==> config.mk <==
export PLATFORM = sky130hd
export DESIGN_NAME = text_pixel_gen
export DESIGN_NICKNAME = d
export VERILOG_FILES = /design/src/rtl/text_pkg.sv /design/src/rtl/pipe_delay.sv /design/src/rtl/text_pixel_gen.sv
export SDC_FILE = /design/constraint.sdc
export NUM_CORES = 1
export LEC_CHECK = 0
export CORE_ASPECT_RATIO = 2
export CORE_MARGIN = 4
export CORE_UTILIZATION = 42
export CTS_BUF_LIST = sky130_fd_sc_hd__clkbuf_8
export DETAILED_ROUTE_END_ITERATION = 7
export PLACE_DENSITY_LB_ADDON = 0.12
export REMOVE_ABC_BUFFERS = 1
export SYNTH_ARGS = -nofsm -noshare
export SYNTH_HDL_FRONTEND = slang
export SYNTH_HIERARCHICAL = 1
export SYNTH_SLANG_ARGS = --single-unit
==> constraint.sdc <==
create_clock -name clk_i -period 2.2 [get_ports clk_i]
set_input_delay 0.33 -clock clk_i [delete_from_list [all_inputs] [get_ports clk_i]]
set_output_delay 0.33 -clock clk_i [all_outputs]
set_load 0.005 [all_outputs]
==> src/rtl/text_pkg.sv <==
// -----------------------------------------------------------------------------
// text_pkg
// Shared constants and helpers for the text-mode pixel generator.
//   CHAR_W / CHAR_H   : character cell size in pixels (8 x 16)
//   TEXT_*_DEF        : default text-grid geometry and address widths
//   PIPE_LAT          : input-sample to pixel-out latency in clock cycles
//   FONT_STAGE        : cycle at which the font address is formed
// -----------------------------------------------------------------------------
package text_pkg;

  localparam int CHAR_W          = 8;
  localparam int CHAR_H          = 16;
  localparam int TEXT_COLS_DEF   = 80;
  localparam int TEXT_ROWS_DEF   = 30;
  localparam int TADDR_WIDTH_DEF = 12;
  localparam int FADDR_WIDTH_DEF = 11;
  localparam int CODE_W          = 7;
  localparam int PIPE_LAT        = 5;
  localparam int FONT_STAGE      = 2;
  localparam int FRAME_CNT_W     = 6;

  // Timing strobes travel together down one delay line.
  typedef struct packed {
    logic de;
    logic hs;
    logic vs;
  } sync_t;

  // row * 80 as (row << 6) + (row << 4); keeps a multiplier out of the
  // address path for the standard 80-column layout.
  function automatic logic [TADDR_WIDTH_DEF-1:0] row_base80(
    input logic [TADDR_WIDTH_DEF-1:0] row
  );
    return (row << 6) + (row << 4);
  endfunction

endpackage

==> src/rtl/pipe_delay.sv <==
// -----------------------------------------------------------------------------
// pipe_delay
// Fixed-length shift register used to realign h/v/de/hs/vs with the
// memory-read stages of the text pipeline.
//   clk_i : pixel clock
//   rst_i : synchronous active-high reset, clears every stage
//   d_i   : WIDTH-bit input sample
//   q_o   : d_i delayed by DEPTH cycles (DEPTH >= 1)
// -----------------------------------------------------------------------------
module pipe_delay #(
  parameter int WIDTH = 1,
  parameter int DEPTH = 1
) (
  input  logic             clk_i,
  input  logic             rst_i,
  input  logic [WIDTH-1:0] d_i,
  output logic [WIDTH-1:0] q_o
);

  logic [WIDTH-1:0] stage_q [DEPTH];

  // NOTE: the stages are reset like any other state (not left as a RAM-style
  // array) so a mid-frame reset cannot push stale timing out afterwards.
  always_ff @(posedge clk_i) begin
    if (rst_i) begin
      for (int i = 0; i < DEPTH; i++) stage_q[i] <= '0;
    end else begin
      // NOTE: non-blocking assignments make every stage read the value from
      // before this edge, so the loop order does not matter.
      stage_q[0] <= d_i;
      for (int i = 1; i < DEPTH; i++) stage_q[i] <= stage_q[i-1];
    end
  end

  assign q_o = stage_q[DEPTH-1];

endmodule

==> src/rtl/text_pixel_gen.sv <==
// -----------------------------------------------------------------------------
// text_pixel_gen
// Converts a raster position into a monochrome text-mode pixel using an
// external text buffer and font memory, both with registered reads.
// Pipeline (sample taken at cycle n):
//   n+1 text_addr_o   n+2 char_i   n+3 font_addr_o   n+4 font_i   n+5 pixel_o
// Ports:
//   clk_i, rst_i          : pixel clock, synchronous active-high reset
//   h_i, v_i              : pixel column / line
//   de_i, hs_i, vs_i      : timing strobes aligned with h_i/v_i
//   text_addr_o, char_i   : text-buffer address and returned character code
//   font_addr_o, font_i   : font-memory address and returned glyph row
//   pixel_o, de_o, hs_o, vs_o : pixel and timing, all delayed by 5 cycles
// Optional feature (macro TEXT_CURSOR_EN): blinking underline cursor with
//   cursor_en_i, cursor_col_i, cursor_row_i and a vsync-driven frame counter.
// -----------------------------------------------------------------------------
module text_pixel_gen
  import text_pkg::*;
#(
  parameter int TEXT_COLS   = TEXT_COLS_DEF,
  parameter int TEXT_ROWS   = TEXT_ROWS_DEF,
  parameter int TADDR_WIDTH = TADDR_WIDTH_DEF,
  parameter int FADDR_WIDTH = FADDR_WIDTH_DEF
) (
  input  logic                   clk_i,
  input  logic                   rst_i,
  input  logic [9:0]             h_i,
  input  logic [9:0]             v_i,
  input  logic                   de_i,
  input  logic                   hs_i,
  input  logic                   vs_i,
`ifdef TEXT_CURSOR_EN
  input  logic                   cursor_en_i,
  input  logic [6:0]             cursor_col_i,
  input  logic [4:0]             cursor_row_i,
`endif
  output logic [TADDR_WIDTH-1:0] text_addr_o,
  input  logic [7:0]             char_i,
  output logic [FADDR_WIDTH-1:0] font_addr_o,
  input  logic [7:0]             font_i,
  output logic                   pixel_o,
  output logic                   de_o,
  output logic                   hs_o,
  output logic                   vs_o
);

  localparam int HBIT_W = $clog2(CHAR_W);     // pixel-in-cell bits of h
  localparam int GROW_W = $clog2(CHAR_H);     // glyph-row bits of v
  localparam int ROW_W  = $clog2(TEXT_ROWS);  // text-row bits of v

`ifdef TEXT_CURSOR_EN
  // The cursor needs the full cell coordinate at the pixel stage.
  localparam int HD_W = 10;
  localparam int VD_W = 9;
`else
  localparam int HD_W = HBIT_W;
  localparam int VD_W = GROW_W;
`endif

  // ---------------------------------------------------------------------------
  // Delay lines
  // ---------------------------------------------------------------------------
  logic [VD_W-1:0] v_d2;
  logic [HD_W-1:0] h_d4;
  sync_t           ctl_in;
  sync_t           ctl_d4;

  assign ctl_in = '{de: de_i, hs: hs_i, vs: vs_i};

  pipe_delay #(.WIDTH(VD_W), .DEPTH(FONT_STAGE)) u_v_dly (
    .clk_i (clk_i),
    .rst_i (rst_i),
    .d_i   (v_i[VD_W-1:0]),
    .q_o   (v_d2)
  );

  pipe_delay #(.WIDTH(HD_W), .DEPTH(PIPE_LAT - 1)) u_h_dly (
    .clk_i (clk_i),
    .rst_i (rst_i),
    .d_i   (h_i[HD_W-1:0]),
    .q_o   (h_d4)
  );

  // The fifth stage of de/hs/vs is the output register below, in step with
  // pixel_o.
  pipe_delay #(.WIDTH($bits(sync_t)), .DEPTH(PIPE_LAT - 1)) u_ctl_dly (
    .clk_i (clk_i),
    .rst_i (rst_i),
    .d_i   (ctl_in),
    .q_o   (ctl_d4)
  );

  // ---------------------------------------------------------------------------
  // Text-buffer address: row * TEXT_COLS + column
  // ---------------------------------------------------------------------------
  logic [ROW_W-1:0]       row;
  logic [TADDR_WIDTH-1:0] row_base;

  // Blanking lines are addressed too; v_i[8:4] = 31 still fits the width.
  assign row = v_i[GROW_W +: ROW_W];

  if (TEXT_COLS == 80) begin : g_base80
    assign row_base = TADDR_WIDTH'(row_base80(TADDR_WIDTH_DEF'(row)));
  end else begin : g_base_mul
    assign row_base = TADDR_WIDTH'(row * TEXT_COLS);
  end

  // ---------------------------------------------------------------------------
  // Next-state logic and registers
  // ---------------------------------------------------------------------------
  logic [TADDR_WIDTH-1:0] text_addr_q, text_addr_d;
  logic [FADDR_WIDTH-1:0] font_addr_q, font_addr_d;
  logic                   pixel_q, pixel_d;
  logic                   de_q, hs_q, vs_q;
  logic [HBIT_W-1:0]      bit_sel;
  logic                   cursor_hit;

`ifdef TEXT_CURSOR_EN
  logic [VD_W-1:0]        v_d4;
  logic                   vs_prev_q;
  logic [FRAME_CNT_W-1:0] frame_cnt_q, frame_cnt_d;

  // Line number continued to the pixel stage for the cell/glyph-row match.
  pipe_delay #(.WIDTH(VD_W), .DEPTH(PIPE_LAT - 1 - FONT_STAGE)) u_v_dly2 (
    .clk_i (clk_i),
    .rst_i (rst_i),
    .d_i   (v_d2),
    .q_o   (v_d4)
  );
`endif

  always_comb begin
    // NOTE: every combinational output gets a value before any condition,
    // so no latches can be inferred.
    text_addr_d = row_base + TADDR_WIDTH'(h_i[9:3]);
    // Character bit 7 is not part of the font index.
    font_addr_d = FADDR_WIDTH'({char_i[CODE_W-1:0], v_d2[GROW_W-1:0]});
    // Glyph bit 7 is the leftmost pixel of the cell.
    bit_sel     = HBIT_W'(CHAR_W - 1) - h_d4[HBIT_W-1:0];
    cursor_hit  = 1'b0;
`ifdef TEXT_CURSOR_EN
    frame_cnt_d = frame_cnt_q + FRAME_CNT_W'(vs_i & ~vs_prev_q);
    // Underline on glyph rows 14-15, blinking with counter bit 5.
    cursor_hit  = cursor_en_i & frame_cnt_q[FRAME_CNT_W-1] & ctl_d4.de
                & (h_d4[9:3] == cursor_col_i)
                & (v_d4[8:4] == cursor_row_i)
                & (v_d4[3:0] >= 4'd14);
`endif
    pixel_d     = (font_i[bit_sel] & ctl_d4.de) ^ cursor_hit;
  end

  always_ff @(posedge clk_i) begin
    if (rst_i) begin
      text_addr_q <= '0;
      font_addr_q <= '0;
      pixel_q     <= 1'b0;
      de_q        <= 1'b0;
      hs_q        <= 1'b0;
      vs_q        <= 1'b0;
`ifdef TEXT_CURSOR_EN
      vs_prev_q   <= 1'b0;
      frame_cnt_q <= '0;
`endif
    end else begin
      text_addr_q <= text_addr_d;
      font_addr_q <= font_addr_d;
      pixel_q     <= pixel_d;
      de_q        <= ctl_d4.de;
      hs_q        <= ctl_d4.hs;
      vs_q        <= ctl_d4.vs;
`ifdef TEXT_CURSOR_EN
      vs_prev_q   <= vs_i;
      frame_cnt_q <= frame_cnt_d;
`endif
    end
  end

  assign text_addr_o = text_addr_q;
  assign font_addr_o = font_addr_q;
  assign pixel_o     = pixel_q;
  assign de_o        = de_q;
  assign hs_o        = hs_q;
  assign vs_o        = vs_q;

  // Input bits that the address arithmetic deliberately ignores.
  logic unused_in;
  assign unused_in = ^{char_i[CHAR_W-1], v_i};

endmodule

==> impl_metrics.env, run 1 <==
export IMPL_drt_pre_antenna_iters=4
export IMPL_cap_viol_max_count=0
export IMPL_async_reset_ff_share_pct=0
export IMPL_dr_total_vias=1373
export IMPL_hold_path_startpoint="rst_i"
export IMPL_synthesis_area_per_instance_um2=12.7
export IMPL_post_synth_edffs=0
export IMPL_critical_path_buf_inv_count=1
export IMPL_timing_final_crit_share_pct=98.6
export IMPL_critical_path_max_fanout=2
export IMPL_power_per_cell_area_nw_per_um2=769
export IMPL_register_clock_pin_slew_on_the_reported_worst_setup_and_hold_paths_ns=0.06
export IMPL_synthCells=161
export IMPL_dp_final_hpwl_um=2920
export IMPL_r2r_setup_slk_ns=0.94
export IMPL_worstRegToRegCells=3
export IMPL_vias_per_cell=4.61
export IMPL_yosys_cell_types_count=31
export IMPL_grt_remaining_overflow=0
export IMPL_ioPinCount=68
export IMPL_final_critical_path_setup_slack_ns=0.0310
export IMPL_initial_antenna_violation_count=0
export IMPL_syn_area_um2=2040
export IMPL_worst_ep_arrival_time_ns=2.37
export IMPL_topRoutingLayerUsed="met4"
export IMPL_dpl_worst_slack_ns=-0.471
export IMPL_post_synth_mux_area_share_pct=3.61
export IMPL_synth_sequential_area_ratio_pct=57.8
export IMPL_critical_path_max_stage_delay_ns=0.50
export IMPL_tritoncts="yes"
export IMPL_synth_xor_area_share_pct=0.429
export IMPL_postRouteWirelength_um=3750
export IMPL_critical_path_reg2reg_endpoint="pixel_o"
export IMPL_holdCritPathClass="input port to flop"
export IMPL_detailed_route_wire_length_per_cell_um=12.6
export IMPL_dieArea_um2=6110
export IMPL_synth_yosys_warnings=6
export IMPL_hold_buffer_count_at_cts=0
export IMPL_synth_simple_gate_area_share_pct=24.4
export IMPL_route_antenna_remaining_nets=0
export IMPL_clock_skew_ns=0.00157
export IMPL_worst_slew_pin_transition_ns=0.379
export IMPL_synth_largest_area_cell="sky130_fd_sc_hd__dfxtp_1"
export IMPL_row_count=35
export IMPL_vdd_ir_drop_max_v=0.000500
export IMPL_chipHeight_um=107
export IMPL_dr_wl_met3_um=187
export IMPL_gp_congestion=0.744
export IMPL_timing_critical_path_max_delay_family="adder cells"
export IMPL_sink_count=59
export IMPL_clock_fmax_ghz=0.461
export IMPL_clock_path_buffers=2
export IMPL_clk_latency_ns=0.31
export IMPL_power_leakage_nw=1.21
export IMPL_layout_cells_most_common_list="62 x sky130_fd_sc_hd__clkdlybuf4s50_1, 59 x sky130_fd_sc_hd__dfxtp_1, 32 x sky130_fd_sc_hd__nor2b_1"
export IMPL_critical_path_required_ns=2.40
export IMPL_met1Wirelength_um=1240
export IMPL_slew_headroom_pct=74.8
export IMPL_fp_coreArea_um2=4640
export IMPL_cts_inserted_buffers=9
export IMPL_netlist_top_cells_area="sky130_fd_sc_hd__dfxtp_1 58%, sky130_fd_sc_hd__nor2b_1 9.8%, sky130_fd_sc_hd__nor2b_2 6.9%, sky130_fd_sc_hd__ha_1 5.5%, sky130_fd_sc_hd__nor2b_4 2.7%"
export IMPL_worstHoldEndpoint="u_ctl_dly/stage_q[0][1]"
export IMPL_cells_along_the_critical_path="clkdlybuf4s50_1 -> ha_1 -> ha_2 -> fa_2 -> a21o_2 -> a21oi_2 -> mux2_2"
export IMPL_area_growth_syn_to_layout_pct=45.8
export IMPL_portBuffers=65
export IMPL_effective_utilization_at_floorplan_pct=44.0
export IMPL_run_status="completed"
export IMPL_globalRouteTotalUtil_pct=13.3
export IMPL_cts_root_buf="sky130_fd_sc_hd__clkbuf_8"
export IMPL_worstSetupEndpointType="flop"
export IMPL_number_of_global_route_vias_before_repair=1454
export IMPL_dr_first_iter_drc_count=10
export IMPL_timing_critical_path_slowest_stage_cell="sky130_fd_sc_hd__clkdlybuf4s50_1"
export IMPL_finalSetupViolCount=0
export IMPL_layout_cells_most_common="sky130_fd_sc_hd__clkdlybuf4s50_1"
export IMPL_slew_violations=0
export IMPL_maximum_number_of_pins_on_one_net_before_global_route_repair=29
export IMPL_setup_worst_path_start_class="input port"
export IMPL_die_w_um=57.3
export IMPL_hold_path_depth=2
export IMPL_path_class="input port to flop"
export IMPL_wire_length_of_the_first_global_routing_pass_um=6010
export IMPL_min_period_ns=2.17
export IMPL_routed_wl_met2_um=2250
export IMPL_synth_compound_area_share_pct=3.06
export IMPL_nNetsFinal=291
export IMPL_final_layout_size_suffix_gt1_share_pct=23.0
export IMPL_drc=0
export IMPL_synth_top_cell_area_share_pct=57.8
export IMPL_insertedDiodeCount=0
export IMPL_largest_family_of_logic_cells_by_synthesized_area="simple AND/OR/NAND/NOR gates"
export IMPL_synth_top_flop_cell="sky130_fd_sc_hd__dfxtp_1"
export IMPL_setup_tns_final_ns=0
export IMPL_timing_hold_violations_final=0
export IMPL_register_bit_count_reported_by_yosys=59
export IMPL_rsz0062_at_grt="false"
export IMPL_htree_num_levels=3
export IMPL_post_synth_fa_ha_maj_area_fraction_pct=7.47
export IMPL_reg2reg_from="u_h_dly/stage_q[3][0]"
-- per-layer routing --
layer	up-vias	GRT usage, %
li1	679	-
met5	-	0
met2	39	25.0
met1	649	11.1
met4	0	9.62
met3	6	3.86
-- state kept, by name, summed over array words and instances (netlist names) --
signal / flops
vs_o: 1
u_h_dly/stage_q: 12
pixel_o: 1
de_o: 1
font_addr_o: 11
text_addr_o: 12
u_ctl_dly/stage_q: 12
u_v_dly/stage_q: 8
hs_o: 1
-- report_power, final --
group / switching [mW] / internal, mW / total [mW] / leakage (nW)
combinational: 0.106 / 0.202 / 0.308 / 0.624
clock: 0.360 / 0.486 / 0.846 / 0.0994
sequential: 0.0126 / 1.12 / 1.13 / 0.486
total: 0.479 / 1.81 / 2.29 / 1.21
-- cells in the mapped netlist (all sizes together), types with 2 or more instances --
library cell	instances
nand2	2
dfxtp	59
fa	2
and2b	4
buf	8
nor2b	52
a21o	2
o21ai	2
a211oi	2
nor2	4
ha	9
mux4	2
-- worst reg2reg max path: stages (launching register included) --
cell and delay [ns]:
sky130_fd_sc_hd__dfxtp_1 0.35, sky130_fd_sc_hd__mux4_1 0.56, sky130_fd_sc_hd__mux2i_1 0.18, sky130_fd_sc_hd__nor2b_1 0.07
-- how the worst max path moves through the flow --
stage	depth (start not counted)	start	endpoint	slack, ns
after global routing	7	v_i[5]	text_addr_o[9]	0.006
after global placement	6	v_i[4]	text_addr_o[9]	-0.46
final	7	v_i[5]	text_addr_o[9]	0.03
after CTS	7	v_i[4]	text_addr_o[10]	0.02
after detailed placement	6	v_i[4]	text_addr_o[9]	-0.47
after floorplan	5	h_i[9]	text_addr_o[9]	0.08
-- through the flow --
step           instances  instance area, um2  utilization (%)  hold slack (ns)  total power, mW
6_report             298                2980             64.2            0.411             2.29
5_1_grt              298                2980             64.2            0.414             2.41
4_1_cts              298                2960             63.8            0.392             2.33
3_5_place_dp         282                2770             59.6            0.428             1.46
3_3_place_gp         282                2770             59.6            0.416             1.45
2_1_floorplan        152                1980                -            0.394             1.27
-- layout make-up --
class	count	area, um2
multi-input cells	93	817
repair buffers	76	733
flip-flops and latches	59	1180
fillers	413	1660
clock inverters	3	13.8
well taps	55	68.8
clock buffers	12	165
-- cell families after synthesis --
logic type                 Yosys count
buffers and inverters                9
AOI/OAI and AO/OA                    9
and+or+nand+nor                     68
adders and majority gates           11
xor gates and xnor gates             1
DFF                                 59
muxes                                4
-- timing repair --
item,in CTS,in global routing
gates resized for setup,3,3
buffers inserted,1,0
hold endpoints to repair,0,0
pin swaps,2,1
endpoints found under the setup margin,1,2
gates cloned,0,0
(Power assumes the default switching activity.)
==> inputs of run 2 (changes only) <==
- CORE_MARGIN: 4 -> default
==> impl_metrics.env, run 2 (same netlist as run 1, synthesis figures left out) <==
export IMPL_timing_hold_violations_final=0
export IMPL_nNetsFinal=290
export IMPL_dr_total_vias=1368
export IMPL_critical_path_required_ns=2.41
export IMPL_gp_congestion=0.723
export IMPL_worst_ep_arrival_time_ns=2.34
export IMPL_cells_along_the_critical_path="clkdlybuf4s50_1 -> ha_1 -> ha_2 -> fa_2 -> a21o_4 -> a21oi_4 -> mux2_4"
export IMPL_drt_pre_antenna_iters=4
export IMPL_clk_latency_ns=0.31
export IMPL_run_status="completed"
export IMPL_slew_headroom_pct=76.5
export IMPL_cts_inserted_buffers=9
export IMPL_holdCritPathClass="input port to flop"
export IMPL_hold_buffer_count_at_cts=0
export IMPL_clock_power_share_pct=35.0
export IMPL_final_critical_path_setup_slack_ns=0.0654
export IMPL_setup_worst_path_start_class="input port"
export IMPL_path_class="input port to flop"
export IMPL_worst_slew_pin_transition_ns=0.351
export IMPL_dpl_worst_slack_ns=-0.543
export IMPL_power_sequential_fraction_pct=50.9
export IMPL_switchingPower_mw=0.487
export IMPL_cts_root_buf="sky130_fd_sc_hd__clkbuf_8"
export IMPL_register_clock_pin_slew_on_the_reported_worst_setup_and_hold_paths_ns=0.06
export IMPL_clock_skew_ns=0.00387
export IMPL_place_area_um2=2760
export IMPL_finish_cell_count_without_fillers=297
export IMPL_die_w_um=51.3
export IMPL_power_leakage_nw=1.21
export IMPL_htree_num_levels=3
export IMPL_grt_remaining_overflow=0
export IMPL_pwr_share_comb_pct=14.1
export IMPL_min_period_ns=2.13
export IMPL_insertedDiodeCount=0
export IMPL_power_per_cell_area_nw_per_um2=754
export IMPL_ioPinCount=68
export IMPL_slew_violations=0
export IMPL_final_layout_size_suffix_gt1_share_pct=21.9
export IMPL_timing_final_crit_share_pct=97.0
export IMPL_number_of_global_route_vias_before_repair=1450
export IMPL_dieArea_um2=5160
export IMPL_clock_fmax_ghz=0.468
export IMPL_cap_viol_max_count=0
export IMPL_globalRouteTotalUtil_pct=15.9
export IMPL_finalPower_mw=2.23
export IMPL_postRouteWirelength_um=3650
export IMPL_critical_path_max_stage_delay_ns=0.49
export IMPL_rsz0062_at_grt="false"
export IMPL_swShare_pct=21.8
export IMPL_detailed_route_wire_length_per_cell_um=12.3
export IMPL_timing_critical_path_slowest_stage_cell="sky130_fd_sc_hd__clkdlybuf4s50_1"
export IMPL_dp_final_hpwl_um=2750
export IMPL_clock_path_buffers=2
export IMPL_layout_cells_most_common_list="61 x sky130_fd_sc_hd__clkdlybuf4s50_1, 59 x sky130_fd_sc_hd__dfxtp_1, 32 x sky130_fd_sc_hd__nor2b_1"
export IMPL_drc=0
export IMPL_initial_antenna_violation_count=0
export IMPL_layout_cells_most_common="sky130_fd_sc_hd__clkdlybuf4s50_1"
export IMPL_route_antenna_remaining_nets=0
export IMPL_maximum_number_of_pins_on_one_net_before_global_route_repair=28
export IMPL_sink_count=59
export IMPL_vias_per_cell=4.61
export IMPL_int_power_mw=1.74
export IMPL_portBuffers=65
export IMPL_stdcell_area_um2=2960
export IMPL_tritoncts="yes"
export IMPL_effective_utilization_at_floorplan_pct=44.0
export IMPL_chipHeight_um=101
export IMPL_critical_path_max_fanout=2
export IMPL_fp_coreArea_um2=4640
export IMPL_worstSetupEndpointType="flop"
export IMPL_timing_critical_path_max_delay_family="adder cells"
export IMPL_area_growth_syn_to_layout_pct=44.7
export IMPL_placed_cells=281
export IMPL_row_count=35
export IMPL_vdd_ir_drop_max_v=0.000558
export IMPL_dr_first_iter_drc_count=11
export IMPL_critical_path_buf_inv_count=1
export IMPL_finalSetupViolCount=0
export IMPL_wire_length_of_the_first_global_routing_pass_um=5800
[run 2: worst paths after layout]
| kind | slack, ns | endpoint | depth (start not counted) | startpoint |
|---|---|---|---|---|
| setup / recovery | 0.07 | text_addr_o[9] | 7 | v_i[5] |
| hold / removal | 0.31 | u_h_dly/stage_q[0][2] | 2 | rst_i |
| setup reg to reg | 0.98 | pixel_o | 3 | u_h_dly/stage_q[3][0] |
| hold reg to reg | 0.44 | u_h_dly/stage_q[2][0] | 1 | u_h_dly/stage_q[1][0] |
[run 2: power by group through the flow]
| stage | Clock, mW | Combinational (mW) | Sequential, mW |
|---|---|---|---|
| global placement | 0 | 0.294 | 1.16 |
| finish | 0.780 | 0.315 | 1.13 |
| CTS | 0.815 | 0.312 | 1.14 |
| floorplan | 0 | 0.105 | 1.16 |
| detailed placement | 0 | 0.300 | 1.16 |
| global route | 0.868 | 0.343 | 1.14 |
[run 2: area by class of cell]
| type | instances | area [um2] |
|---|---|---|
| fill | 418 | 1690 |
| multi-input combinational | 93 | 822 |
| sequential | 59 | 1180 |
| clock buffer | 10 | 138 |
| clock inverter | 5 | 22.5 |
| tap | 55 | 68.8 |
| timing repair buffer | 75 | 724 |
[run 2: repair_timing]
action | CTS | global route
buffers inserted | 1 | 0
pin swaps | 3 | 5
resized for setup | 4 | 5
endpoints found under the setup margin | 1 | 3
[run 2: stage by stage]
| stage | TNS, ns | utilization, % | hold WS (ns) |
|---|---|---|---|
| after global placement | -1.14 | 59.4 | 0.417 |
| after global routing | 0 | 63.7 | 0.304 |
| after CTS | 0 | 63.3 | 0.286 |
| final | 0 | 63.7 | 0.307 |
| after detailed placement | -1.25 | 59.4 | 0.428 |
| after floorplan | 0 | - | 0.394 |
[run 2: routing by layer]
metal	vias up	global-route usage [%]	part of all wire, %
met2	45	30.0	59
met3	7	5.58	6.8
met1	641	11.6	32
met4	0	13.5	2.4
li1	675	-	-
met5	-	0	0
==> inputs of run 3 (changes only) <==
- SLEW_MARGIN: default -> 15
==> results of run 3 <==
Same layout as run 2: the final DEF is identical, and so are final timing and power.
